File: src/rtl/game_event_logger_if.sv
// Record stream from game_event_logger to its consumer: show-ahead head record
// with a valid/ready pop handshake.
interface game_event_logger_if #(
  parameter int unsigned TS_WIDTH = 8
) ();
  logic                  evt_valid;
  logic                  evt_ready;
  logic [TS_WIDTH+3:0]   evt_data;

  modport master (output evt_valid, output evt_data, input evt_ready);
  modport slave  (input evt_valid, input evt_data, output evt_ready);
endinterface

File: src/rtl/game_event_logger.sv
// Turns counter LOSER/WINNER/GAMEOVER pulses into {type, who, ts} records in a
// show-ahead FIFO. Define GAME_EVT_TIMESTAMP_EN to fill the ts field with a cycle count.
module game_event_logger #(
  parameter int unsigned ADDR_W   = 3,
  parameter int unsigned TS_WIDTH = 8
) (
  input  logic                  clk,
  input  logic                  rst_l,
  input  logic                  loser,
  input  logic                  winner,
  input  logic                  gameover,
  input  logic [1:0]            who,
  input  logic                  flush,
  game_event_logger_if.master   evt,
  output logic [ADDR_W:0]       fifo_count,
  output logic [7:0]            drop_cnt,
  output logic                  overflow
);

  localparam int unsigned DEPTH = 2 ** ADDR_W;
  localparam int unsigned REC_W = TS_WIDTH + 4;

  typedef enum logic [1:0] {
    EV_NONE     = 2'b00,
    EV_LOSER    = 2'b01,
    EV_WINNER   = 2'b10,
    EV_GAMEOVER = 2'b11
  } ev_type_e;

  logic [REC_W-1:0]    r_mem [DEPTH];
  logic [ADDR_W-1:0]   r_wr_ptr;
  logic [ADDR_W-1:0]   r_rd_ptr;
  logic [ADDR_W:0]     r_count;
  logic [7:0]          r_drop_cnt;
  logic                r_overflow;
  logic                r_pend_valid;
  logic [REC_W-1:0]    r_pend_rec;

  logic [TS_WIDTH-1:0] w_ts;
  logic                w_pop;
  logic                w_full;
  logic                w_cand_valid;
  logic [REC_W-1:0]    w_cand_rec;
  logic [REC_W-1:0]    w_go_rec;
  logic                w_nxt_pend_valid;
  logic [REC_W-1:0]    w_nxt_pend_rec;
  logic [1:0]          w_rule_drops;
  logic                w_push;
  logic [1:0]          w_drops;
  logic [8:0]          w_drop_sum;
  logic [7:0]          w_drop_nxt;

`ifdef GAME_EVT_TIMESTAMP_EN
  logic [TS_WIDTH-1:0] r_ts;

  always_ff @(posedge clk or negedge rst_l) begin
    if (!rst_l) begin
      r_ts <= '0;
    end else begin
      r_ts <= r_ts + TS_WIDTH'(1);
    end
  end

  assign w_ts = r_ts;
`else
  assign w_ts = '0;
`endif

  function automatic logic [REC_W-1:0] mk_rec(ev_type_e t, logic [1:0] w,
                                             logic [TS_WIDTH-1:0] ts);
    return {t, w, ts};
  endfunction

  always_comb begin
    w_pop            = (r_count != '0) && evt.evt_ready;
    w_full           = (r_count == (ADDR_W+1)'(DEPTH));
    w_go_rec         = mk_rec(EV_GAMEOVER, who, w_ts);
    w_cand_valid     = 1'b0;
    w_cand_rec       = '0;
    w_nxt_pend_valid = 1'b0;
    w_nxt_pend_rec   = r_pend_rec;
    w_rule_drops     = '0;
    // The single write slot goes to pending, then LOSER, then WINNER, then GAMEOVER.
    // A GAMEOVER that loses the slot is deferred one cycle rather than dropped.
    if (r_pend_valid) begin
      w_cand_valid     = 1'b1;
      w_cand_rec       = r_pend_rec;
      w_rule_drops     = {1'b0, loser} + {1'b0, winner};
      w_nxt_pend_valid = gameover;
      w_nxt_pend_rec   = w_go_rec;
    end else if (loser || winner) begin
      w_cand_valid     = 1'b1;
      w_cand_rec       = loser ? mk_rec(EV_LOSER, 2'b00, w_ts)
                               : mk_rec(EV_WINNER, 2'b00, w_ts);
      w_rule_drops     = {1'b0, loser && winner};
      w_nxt_pend_valid = gameover;
      w_nxt_pend_rec   = w_go_rec;
    end else if (gameover) begin
      w_cand_valid     = 1'b1;
      w_cand_rec       = w_go_rec;
    end
    w_push     = w_cand_valid && (!w_full || w_pop);
    w_drops    = w_rule_drops + {1'b0, w_cand_valid && !w_push};
    w_drop_sum = {1'b0, r_drop_cnt} + 9'(w_drops);
    w_drop_nxt = w_drop_sum[8] ? 8'hFF : w_drop_sum[7:0];
  end

  always_ff @(posedge clk or negedge rst_l) begin
    if (!rst_l) begin
      r_wr_ptr     <= '0;
      r_rd_ptr     <= '0;
      r_count      <= '0;
      r_drop_cnt   <= '0;
      r_overflow   <= 1'b0;
      r_pend_valid <= 1'b0;
      r_pend_rec   <= '0;
    end else if (flush) begin
      r_wr_ptr     <= '0;
      r_rd_ptr     <= '0;
      r_count      <= '0;
      r_drop_cnt   <= '0;
      r_overflow   <= 1'b0;
      r_pend_valid <= 1'b0;
    end else begin
      if (w_push) begin
        r_wr_ptr <= r_wr_ptr + ADDR_W'(1);
      end
      if (w_pop) begin
        r_rd_ptr <= r_rd_ptr + ADDR_W'(1);
      end
      case ({w_push, w_pop})
        2'b10:   r_count <= r_count + (ADDR_W+1)'(1);
        2'b01:   r_count <= r_count - (ADDR_W+1)'(1);
        default: r_count <= r_count;
      endcase
      r_pend_valid <= w_nxt_pend_valid;
      r_pend_rec   <= w_nxt_pend_rec;
      r_drop_cnt   <= w_drop_nxt;
      if (w_drops != '0) begin
        r_overflow <= 1'b1;
      end
    end
  end

  always_ff @(posedge clk) begin
    if (rst_l && !flush && w_push) begin
      r_mem[r_wr_ptr] <= w_cand_rec;
    end
  end

  // Storage is not reset; the head is masked so an empty FIFO always reads zero.
  assign evt.evt_valid = (r_count != '0);
  assign evt.evt_data  = (r_count != '0) ? r_mem[r_rd_ptr] : '0;
  assign fifo_count    = r_count;
  assign drop_cnt      = r_drop_cnt;
  assign overflow      = r_overflow;

endmodule
File: src/flat_wrapper.sv
// flat-port wrapper written by rule: the top's interface ports become plain ports
module game_event_logger_flat 
#(
  parameter int unsigned ADDR_W   = 3,
  parameter int unsigned TS_WIDTH = 8
)
  (clk, rst_l, loser, winner, gameover, who, flush, fifo_count, drop_cnt, overflow, evt_evt_valid, evt_evt_data, evt_evt_ready);
  game_event_logger_if #(.TS_WIDTH(TS_WIDTH)) evt_i ();
  input  logic clk;
  input  logic rst_l;
  input  logic loser;
  input  logic winner;
  input  logic gameover;
  input  logic [1:0] who;
  input  logic flush;
  output logic [ADDR_W:0] fifo_count;
  output logic [7:0] drop_cnt;
  output logic overflow;
  output wire logic [$bits(evt_i.evt_valid)-1:0] evt_evt_valid;
  output wire logic [$bits(evt_i.evt_data)-1:0] evt_evt_data;
  input wire logic [$bits(evt_i.evt_ready)-1:0] evt_evt_ready;
  assign evt_evt_valid = evt_i.evt_valid;
  assign evt_evt_data = evt_i.evt_data;
  assign evt_i.evt_ready = evt_evt_ready;
  game_event_logger #(.ADDR_W(ADDR_W), .TS_WIDTH(TS_WIDTH)) u_core (.clk(clk), .rst_l(rst_l), .loser(loser), .winner(winner), .gameover(gameover), .who(who), .flush(flush), .evt(evt_i), .fifo_count(fifo_count), .drop_cnt(drop_cnt), .overflow(overflow));
endmodule
File: config.mk
export PLATFORM = sky130hd
export DESIGN_NAME = game_event_logger_flat
export DESIGN_NICKNAME = d
export VERILOG_FILES = /design/src/rtl/game_event_logger_if.sv /design/src/rtl/game_event_logger.sv /design/src/flat_wrapper.sv
export SDC_FILE = /design/constraint.sdc
export NUM_CORES = 1
export LEC_CHECK = 0
export BUFFER_PORTS_ARGS = -buffer_cell sky130_fd_sc_hd__buf_4
export CORE_ASPECT_RATIO = 0.7
export CORE_MARGIN = 4
export CORE_UTILIZATION = 57
export DETAILED_ROUTE_END_ITERATION = 8
export PLACE_DENSITY = 0.83
export SLEW_MARGIN = 10
export SYNTH_ARGS = -nofsm -noshare
export SYNTH_HDL_FRONTEND = slang
export SYNTH_SLANG_ARGS = --single-unit
File: constraint.sdc
create_clock -name clk -period 3 [get_ports clk]
set_input_delay 0 -clock clk [delete_from_list [all_inputs] [get_ports clk]]
set_output_delay 0 -clock clk [all_outputs]
set_load 0.02 [all_outputs]
======== After elaboration in Yosys (flattened, before gate mapping) ========
Memories as Yosys holds them, arrays and structs flattened.
Cells that the tools add are included.
word-level totals
  RAM bits ................................ 96
  input bits .............................. 9
  flip-flop bits (word level) ............. 32
  logic and storage cells ................. 65
  memories ................................ 1
  output and inout port bits .............. 26
memory list
  name          words  bits a word  rd ports  clocked after Yosys merged registers in  write ports  line                     RTL
  u_core.r_mem  8      12           1         0                                        1            game_event_logger.sv:30  logic [REC_W-1:0] r_mem [DEPTH];
operators by class
  reduce and logical (&&, ||, !) cells .... 19
  bitwise logic cells ..................... 1
  add/subtract/negate cells ............... 7
  equality and inequality tests ........... 3
  mux-type cells .......................... 27
operators with widths
  cell                                                  count
  two-way mux 12 bit                                    7
  two-way mux 8 bit                                     2
  two-way mux 3 bit                                     4
  two-way mux 1 bit                                     11
  nonzero test 2 bit                                    5
  adder 8 x 2 -> 9 bit                                  1
  case mux 4 bit (2 select lines)                       1
  adder 3 x 1 -> 3 bit (second input constant)          2
  logical AND 1 bit                                     6
  adder 4 x 1 -> 4 bit (second input constant)          1
  equality test 4 bit (second input constant)           1
  two-way mux 4 bit                                     1
  nonzero test 4 bit                                    1
  subtractor 4 x 1 -> 4 bit (second input constant)     1
  zero test 1 bit                                       3
  nonzero test 3 bit                                    1
  adder 1 x 1 -> 2 bit                                  1
  adder 2 x 1 -> 2 bit                                  1
  equality test 2 x 1 -> 1 bit (second input constant)  1
  equality test 2 bit (second input constant)           1
  logical OR 1 bit                                      2
  two-way mux 2 bit                                     1
  AND reduction 2 bit                                   1
  inverter 1 bit                                        1

======== Depth between registers and ports, before layout ========
Gate-level depths: netlist of the first run.
  depth in word-level cells ............... 10
  depth in mapped cells ................... 11
  gate-level depth less buffers ........... 11

======== Worst setup path before layout of the first run ========
No wires, ideal clock.
  path type ............................... flip-flop to flip-flop
  start point ............................. register u_core.r_count[0] (netlist: u_core.fifo_count[0])
  end point ............................... register u_core.r_drop_cnt[0] (netlist: u_core.drop_cnt[0])
  setup time .............................. 136 ps
  path buffers ............................ 0
  required time ........................... 2,864 ps
  clock period less this slack ............ 2,540 ps
  setup slack ............................. 460 ps
  data arrival time ....................... 2,404 ps
  stages on the path, launching flop included .. 9
  path through ............................ dfrtp_1 > or3_1 > nor3_1 > ha_1 > ha_1 > fa_1 > and3_1 > nand3_1 > a21oi_1
between the ends
  longest elaborated chain between the ends .. 10
  elaborated cells between the ends (all ways) .. 12
  classes of those cells .................. add/sub: 2; eq/ne: 1; mux: 2; reduce/logical: 7
ends and longest elaborated chain
  item                                                              line                                               RTL
  start, declared                                                   game_event_logger.sv:33                            logic [ADDR_W:0] r_count;
  start signal, assigned                                            game_event_logger.sv:132                           2'b10: r_count <= r_count + (ADDR_W+1)'(1);
  start signal, assigned                                            game_event_logger.sv:133                           2'b01: r_count <= r_count - (ADDR_W+1)'(1);
  start signal, assigned                                            game_event_logger.sv:134                           default: r_count <= r_count;
  equality test 4 bit / nonzero test 4 bit (equally long branches)  game_event_logger.sv:76, game_event_logger.sv:75
  zero test 1 bit / logical AND 1 bit (equally long branches)       game_event_logger.sv:102, game_event_logger.sv:75
  logical OR 1 bit *                                                game_event_logger.sv:102                           w_push = w_cand_valid && (!w_full || w_pop);
  logical AND 1 bit *                                               game_event_logger.sv:102
  zero test 1 bit *                                                 game_event_logger.sv:103                           w_drops = w_rule_drops + {1'b0, w_cand_valid && !w_push};
  logical AND 1 bit *                                               game_event_logger.sv:103
  adder 2 x 1 -> 2 bit *                                            game_event_logger.sv:103
  adder 8 x 2 -> 9 bit *                                            game_event_logger.sv:104                           w_drop_sum = {1'b0, r_drop_cnt} + 9'(w_drops);
  two-way mux 8 bit *                                               game_event_logger.sv:105                           w_drop_nxt = w_drop_sum[8] ? 8'hFF : w_drop_sum[7:0];
  two-way mux 8 bit *                                               game_event_logger.sv:117                           end else if (flush) begin
  end signal, assigned                                              game_event_logger.sv:138                           r_drop_cnt <= w_drop_nxt;
  end, declared                                                     game_event_logger.sv:34                            logic [7:0] r_drop_cnt;
Every way passes the cells marked *; elsewhere a longest branch is shown, timed or not.
A chain may end at the register's enable or synchronous reset.

======== Worst setup path after layout of the first run ========
  start point ............................. register u_core.r_pend_valid
  end point ............................... register u_core.r_drop_cnt[3] (netlist: u_core.drop_cnt[3])
between the ends
  longest elaborated chain between the ends .. 8
  elaborated cells between the ends (all ways) .. 9
  classes of those cells .................. add/sub: 2; mux: 4; reduce/logical: 3
ends and longest elaborated chain
  item                    line                      RTL
  start, declared         game_event_logger.sv:36   logic r_pend_valid;
  start signal, assigned  game_event_logger.sv:136  r_pend_valid <= w_nxt_pend_valid;
  two-way mux 1 bit       game_event_logger.sv:85   if (r_pend_valid) begin
  logical AND 1 bit       game_event_logger.sv:102
  zero test 1 bit         game_event_logger.sv:103
  logical AND 1 bit       game_event_logger.sv:103
  adder 2 x 1 -> 2 bit *  game_event_logger.sv:103
  adder 8 x 2 -> 9 bit *  game_event_logger.sv:104
  two-way mux 8 bit *     game_event_logger.sv:105
  two-way mux 8 bit *     game_event_logger.sv:117
Marked as above.

==> flow_summary_export.csv, run 1 <==
group,metric,value,unit
cells_and_area,syn_to_final_growth,12.9,%
synth,synthArstFlopShare,41.8,%
power,vdd_drop_max,0.286,mV
sta,fmax,358,MHz
min_path,holdCritStartpoint,"flush",
global_route,grt_pass1_wl,8200,um
synth,synth_edf_count,32,
routing,met1_length,2390,um
cells_and_area,design.final.nets,262,
routing,vias,1675,
critical_path,cp.arrival,2.97,ns
routing,drt-total-wl,4820,um
routing,wl_met3,237,um
clocking,cts_buffer_depth,2,
cells_and_area,mostFrequentLayoutCell,"edfxtp_1",
clocking,numCtsBuffers,5,
global_route,grt_usage,17.8,%
synth,yosys_warnings,0,
synth,syn_area,2700,um^2
synth,syn_inst,211,
critical_path,critPathLaunchType,"flop",
cells_and_area,multiInputGateArea,1080,um^2
routing,via_per_inst,5.62,
flow_run,cap_violations,0,
sta,hold_ws,0.0423,ns
sta,relSlewSlack,41.1,%
sta,finalCriticalPeriod,2.79,ns
floorplanning,dieHeight,65.6,um
critical_path,worstPathMaxFanout,10,
cells_and_area,diodes,0,
routing,post_drt_wl_per_cell,16.2,um
floorplanning,coreArea,4450,um^2
floorplanning,die_area,5920,um^2
min_path,min_path_type,"in2reg",
critical_path,worstSetupEndpointType,"flop",
critical_path,worst_ep_required_time,3.18,ns
critical_path,reg2reg_slack,0.21,ns
sta,rsz0062_at_grt,"false",
cells_and_area,drive_gt1_share,19.8,%
clocking,clock-root-buffer,"clkbuf_8",
critical_path,rr_startpoint,"u_core.r_pend_valid",
global_route,grt_max_degree,26,
placement,place_ws,0.213,ns
placement,gp_congestion,0.766,
global_route,antenna_found_initial,0,
cells_and_area,fin_util,68.5,%
sta,final-hold-violation-count,0,
clocking,clk_pin_slew,0.10,ns
power,power.leakage,1.21,nW
sta,layout_setup_ws,0.207,ns
global_route,grt_overflow,0,
critical_path,critPathLaunch,"u_core.r_pend_valid",
sta,finClkSkew,0.00806,ns
synth,synth_flop_cell,"edfxtp_1",
sta,worst_pin_slew,0.874,ns
critical_path,crit_type,"reg2reg",
critical_path,endpoint,"u_core.drop_cnt[3]",
power,powerDensity,622,nW/um^2
sta,tns,0,ns
clocking,clkLatencyLatePin,0.30,ns
sta,post-route-period-util,93.1,%
critical_path,rr_worst_depth,8,
floorplanning,ios,35,
routing,firstDrtPassIters,4,
routing,ant_nets,0,
clocking,numClockSinks,55,
sta,drv_slew,0,
synth,synth-seq-area-share,56.9,%
floorplanning,die_w,90.3,um
routing,dr.first_iter.drc_count,105,
power,power,1.90,mW
global_route,grt_pass1_vias,1642,
clocking,cts_tree,"done",
outcome,status,"complete, no violations",
cells_and_area,n_fill_cell,338,
synth,synth_seq_cells,55,
clocking,cts.htree.levels,2,
routing,top_layer_used,"met4",
placement,dp_hpwl,3560,um
cells_and_area,regArea,1540,um^2
floorplanning,start_util,60.6,%
sta,setup-violations-final,0,
floorplanning,fp-row-count,20,
critical_path,r2r-end,"u_core.drop_cnt[3]",
placement,io_buffers,26,
synth,syn_avg_cell_area,12.8,um^2
routing,routed-wl-met2,2180,um
cells_and_area,final_cell_mix,"edfxtp_1 (32), buf_4 (27), nor2_1 (24)",
synth,synthDistinctLibCells,43,
routing,route.detailed.drc,0,
registers in the layout (all words and copies together), names as in the netlist:
register             flops
u_core.r_mem            32
u_core.drop_cnt          8
u_core.fifo_count        4
u_core.r_pend_rec        3
u_core.r_rd_ptr          3
u_core.r_wr_ptr          3
u_core.overflow          1
u_core.r_pend_valid      1
worst min path at each step:
stage,endpoint,cells after the start
2_1_floorplan,u_core.drop_cnt[0],0
3_3_place_gp,u_core.drop_cnt[4],1
3_5_place_dp,u_core.drop_cnt[4],1
4_1_cts,u_core.r_rd_ptr[1],2
5_1_grt,u_core.r_rd_ptr[2],2
6_report,u_core.r_rd_ptr[1],2
report_power, final:
| group | total, mW | internal, mW | switching (mW) |
|---|---|---|---|
| Combinational | 0.539 | 0.251 | 0.288 |
| Sequential | 0.937 | 0.851 | 0.0855 |
| Clock | 0.420 | 0.190 | 0.231 |
| Total | 1.90 | 1.29 | 0.604 |
cells by family after synthesis:
kind of cell,after synthesis,share of synthesized area [%]
XOR/XNOR,9,2.92
flip-flops,55,56.9
AND/OR/NAND/NOR,69,13.1
AO/OA/AOI/OAI,25,5.93
buffers and inverters,21,4.12
multiplexers,20,11.3
other,1,0.139
adder cells (fa/ha/maj),11,5.65
metrics by stage:
step	cells	cell area, um^2
6_report	298	3050
5_1_grt	298	3050
4_1_cts	298	3050
3_5_place_dp	286	2910
3_3_place_gp	286	2910
2_1_floorplan	218	2730
per-layer routing:
metal / up-vias / GRT usage [%]
met4: 0 / 3.44
met5: - / 0
met3: 2 / 3.89
met2: 44 / 27.5
li1: 810 / -
met1: 819 / 26.2
critical path, stage by stage, from the launching register on:
cell	delay, ns
dfrtp_1	0.48
nor3b_1	0.56
nor3_1	0.13
ha_1	0.34
ha_1	0.22
fa_1	0.43
and3_1	0.20
nand3_1	0.19
a21oi_1	0.11
final cells by class:
type / instances / share of cell area, %
Clock buffer: 7 / 2.83
Clock inverter: 1 / 0.287
Inverter: 7 / 0.862
Multi-Input combinational cell: 142 / 35.4
Sequential cell: 55 / 50.4
Tap cell: 55 / 2.26
Timing Repair Buffer: 31 / 7.96
synthesized netlist by cell type (all sizes together), types with 2 or more instances:
| library cell | number | area (um^2) |
|---|---|---|
| o21ai | 7 | 35.0 |
| o41ai | 2 | 17.5 |
| mux4 | 8 | 180 |
| nand2b | 4 | 25.0 |
| and3 | 2 | 12.5 |
| clkbuf | 3 | 11.3 |
| nand3 | 4 | 20.0 |
| nor2 | 25 | 96.4 |
| nor3b | 2 | 15.0 |
| inv | 7 | 26.3 |
| nor2b | 5 | 31.3 |
| fa | 2 | 40.0 |
| xnor2 | 7 | 61.3 |
| ha | 9 | 113 |
| edfxtp | 32 | 961 |
| buf | 11 | 73.8 |
| xor2 | 2 | 17.5 |
| nor3 | 8 | 40.0 |
| dfrtp | 23 | 576 |
| a21oi | 11 | 55.1 |
| nand2 | 9 | 33.8 |
| mux2i | 8 | 80.1 |
| mux2 | 4 | 45.0 |
what timing repair did:
item,in CTS,in global routing
setup buffers,0,0
hold endpoints to repair,26,0
hold buffers,4,0
resized for setup,0,0
(Power assumes the default switching activity.)
==> run 2: changes to the inputs <==
Clock period 3 ns to 2.65 ns, I/O delays scaled along.
==> run 2 against run 1 <==
Compared with the run above: register-to-register slack got worse by 0.07 ns; cell count rose by 2.7%; worst hold slack improved by 0.012 ns; die area did not move; critical path depth did not move; power rose by 18%; flip-flop and latch count did not move; largest power group unchanged; highest routed layer unchanged.
==> flow_summary_export.csv, run 2 (same netlist as run 1, synthesis figures left out) <==
group,metric,value,unit
clocking,numCtsBuffers,5,
sta,tns,0,ns
sta,finClkSkew,0.00985,ns
sta,rsz0062_at_grt,"false",
sta,fmax,397,MHz
cells_and_area,fin_util,70.4,%
routing,post_drt_wl_per_cell,16.6,um
global_route,grt_max_degree,26,
routing,route.detailed.drc,0,
placement,place_ws,0.160,ns
cells_and_area,final_cell_mix,"buf_4 (35), edfxtp_1 (32), nor2_1 (24)",
floorplanning,start_util,60.6,%
cells_and_area,stdcell_area,3130,um^2
power,vdd_drop_max,0.318,mV
flow_run,cap_violations,0,
cells_and_area,mostFrequentLayoutCell,"buf_4",
clocking,clk_pin_slew,0.10,ns
clocking,cts.htree.levels,2,
power,pwr-share-clk,23.6,%
placement,io_buffers,26,
clocking,numClockSinks,55,
clocking,cts_tree,"done",
power,intPower,1.55,mW
cells_and_area,stdcell_count,306,
placement,gp_congestion,0.799,
placement,placed_area,2970,um^2
floorplanning,ios,35,
floorplanning,die_w,90.3,um
global_route,grt_pass1_wl,8400,um
critical_path,worstPathMaxFanout,5,
routing,firstDrtPassIters,4,
cells_and_area,diodes,0,
placement,post-place-cells,294,
cells_and_area,regMostFlops,"u_core.r_mem",
clocking,clkLatencyLatePin,0.30,ns
critical_path,worstSetupEndpointType,"flop",
power,power,2.24,mW
critical_path,cp.arrival,2.69,ns
power,powerDensity,715,nW/um^2
sta,finalCriticalPeriod,2.52,ns
sta,hold_ws,0.0548,ns
cells_and_area,largest_reg_flops,32,
global_route,grt_overflow,0,
global_route,grt_usage,18.4,%
floorplanning,fp-row-count,20,
min_path,min_path_type,"in2reg",
critical_path,critPathLaunchType,"flop",
clocking,post-cts-setup-buffers,0,
power,comb_power_share,30.0,%
sta,relSlewSlack,37.5,%
outcome,status,"complete, no violations",
routing,ant_nets,0,
clocking,cts_buffer_depth,2,
global_route,grt_pass1_vias,1619,
power,p_switching,688,uW
sta,post-route-period-util,95.0,%
placement,dp_hpwl,3710,um
floorplanning,coreArea,4450,um^2
clocking,clock-root-buffer,"clkbuf_8",
global_route,antenna_found_initial,0,
sta,drv_slew,0,
sta,layout_setup_ws,0.134,ns
routing,drt-total-wl,5070,um
routing,via_per_inst,5.55,
sta,worst_pin_slew,0.927,ns
cells_and_area,drive_gt1_share,22.7,%
power,switching_share,30.7,%
floorplanning,die_area,5920,um^2
cells_and_area,syn_to_final_growth,16.0,%
critical_path,worst_ep_required_time,2.82,ns
critical_path,crit_type,"reg2reg",
routing,vias,1699,
cells_and_area,design.final.nets,270,
sta,setup-violations-final,0,
routing,dr.first_iter.drc_count,134,
power,power.leakage,1.27,nW
power,p_seq_share,46.4,%
floorplanning,dieHeight,65.6,um
sta,final-hold-violation-count,0,
==> run 2: final timing paths <==
| path | depth (start not counted) | end | startpoint | slack, ns |
|---|---|---|---|---|
| min | 2 | u_core.r_rd_ptr[1] | flush | 0.05 |
| min reg2reg | 1 | u_core.r_pend_rec[10] | u_core.r_pend_rec[10] | 0.48 |
| max | 8 | u_core.drop_cnt[1] | u_core.fifo_count[2] | 0.13 |
| min in group asynchronous | 2 | u_core.drop_cnt[6] | rst_l | 0.14 |
| max in group asynchronous | 2 | u_core.drop_cnt[7] | rst_l | 2.27 |
| max reg2reg | 8 | u_core.drop_cnt[1] | u_core.fifo_count[2] | 0.13 |
==> run 2: power groups by stage <==
stage | Combinational (mW) | Sequential [mW] | Clock (mW)
final | 0.673 | 1.04 | 0.528
after detailed placement | 0.661 | 1.06 | 0
after global routing | 0.729 | 1.05 | 0.582
after CTS | 0.672 | 1.04 | 0.543
after floorplan | 0.422 | 1.06 | 0
after global placement | 0.648 | 1.05 | 0
==> run 2: worst max-delay path, cell delays in order, from the launching register on <==
cell and delay (ns):
dfrtp_1 0.38, or3_1 0.42, nor3_1 0.21, ha_1 0.27, ha_1 0.21, fa_1 0.42, and3_1 0.20, nand3_1 0.18
a21oi_1 0.10
==> run 2: routing by layer <==
metal / routed length (um) / share of wire [%] / global-route usage, %
met1: 2580 / 51 / 27.6
met2: 2280 / 45 / 28.2
met3: 191 / 3.8 / 3.66
met4: 12 / 0.24 / 3.44
met5: 0 / 0 / 0
==> run 2: layout make-up <==
type / count / area [um^2]
clock inverters: 3 / 38.8
flip-flops and latches: 55 / 1540
fillers: 306 / 1320
well taps: 55 / 68.8
clock buffers: 5 / 68.8
inverters: 7 / 26.3
repair buffers: 39 / 303
multi-input cells: 142 / 1090
==> run 2: timing repair <==
item	in CTS	in global routing
endpoints found under the setup margin	0	4
hold buffers	4	0
endpoints found under the hold margin	26	0
resized for setup	0	2
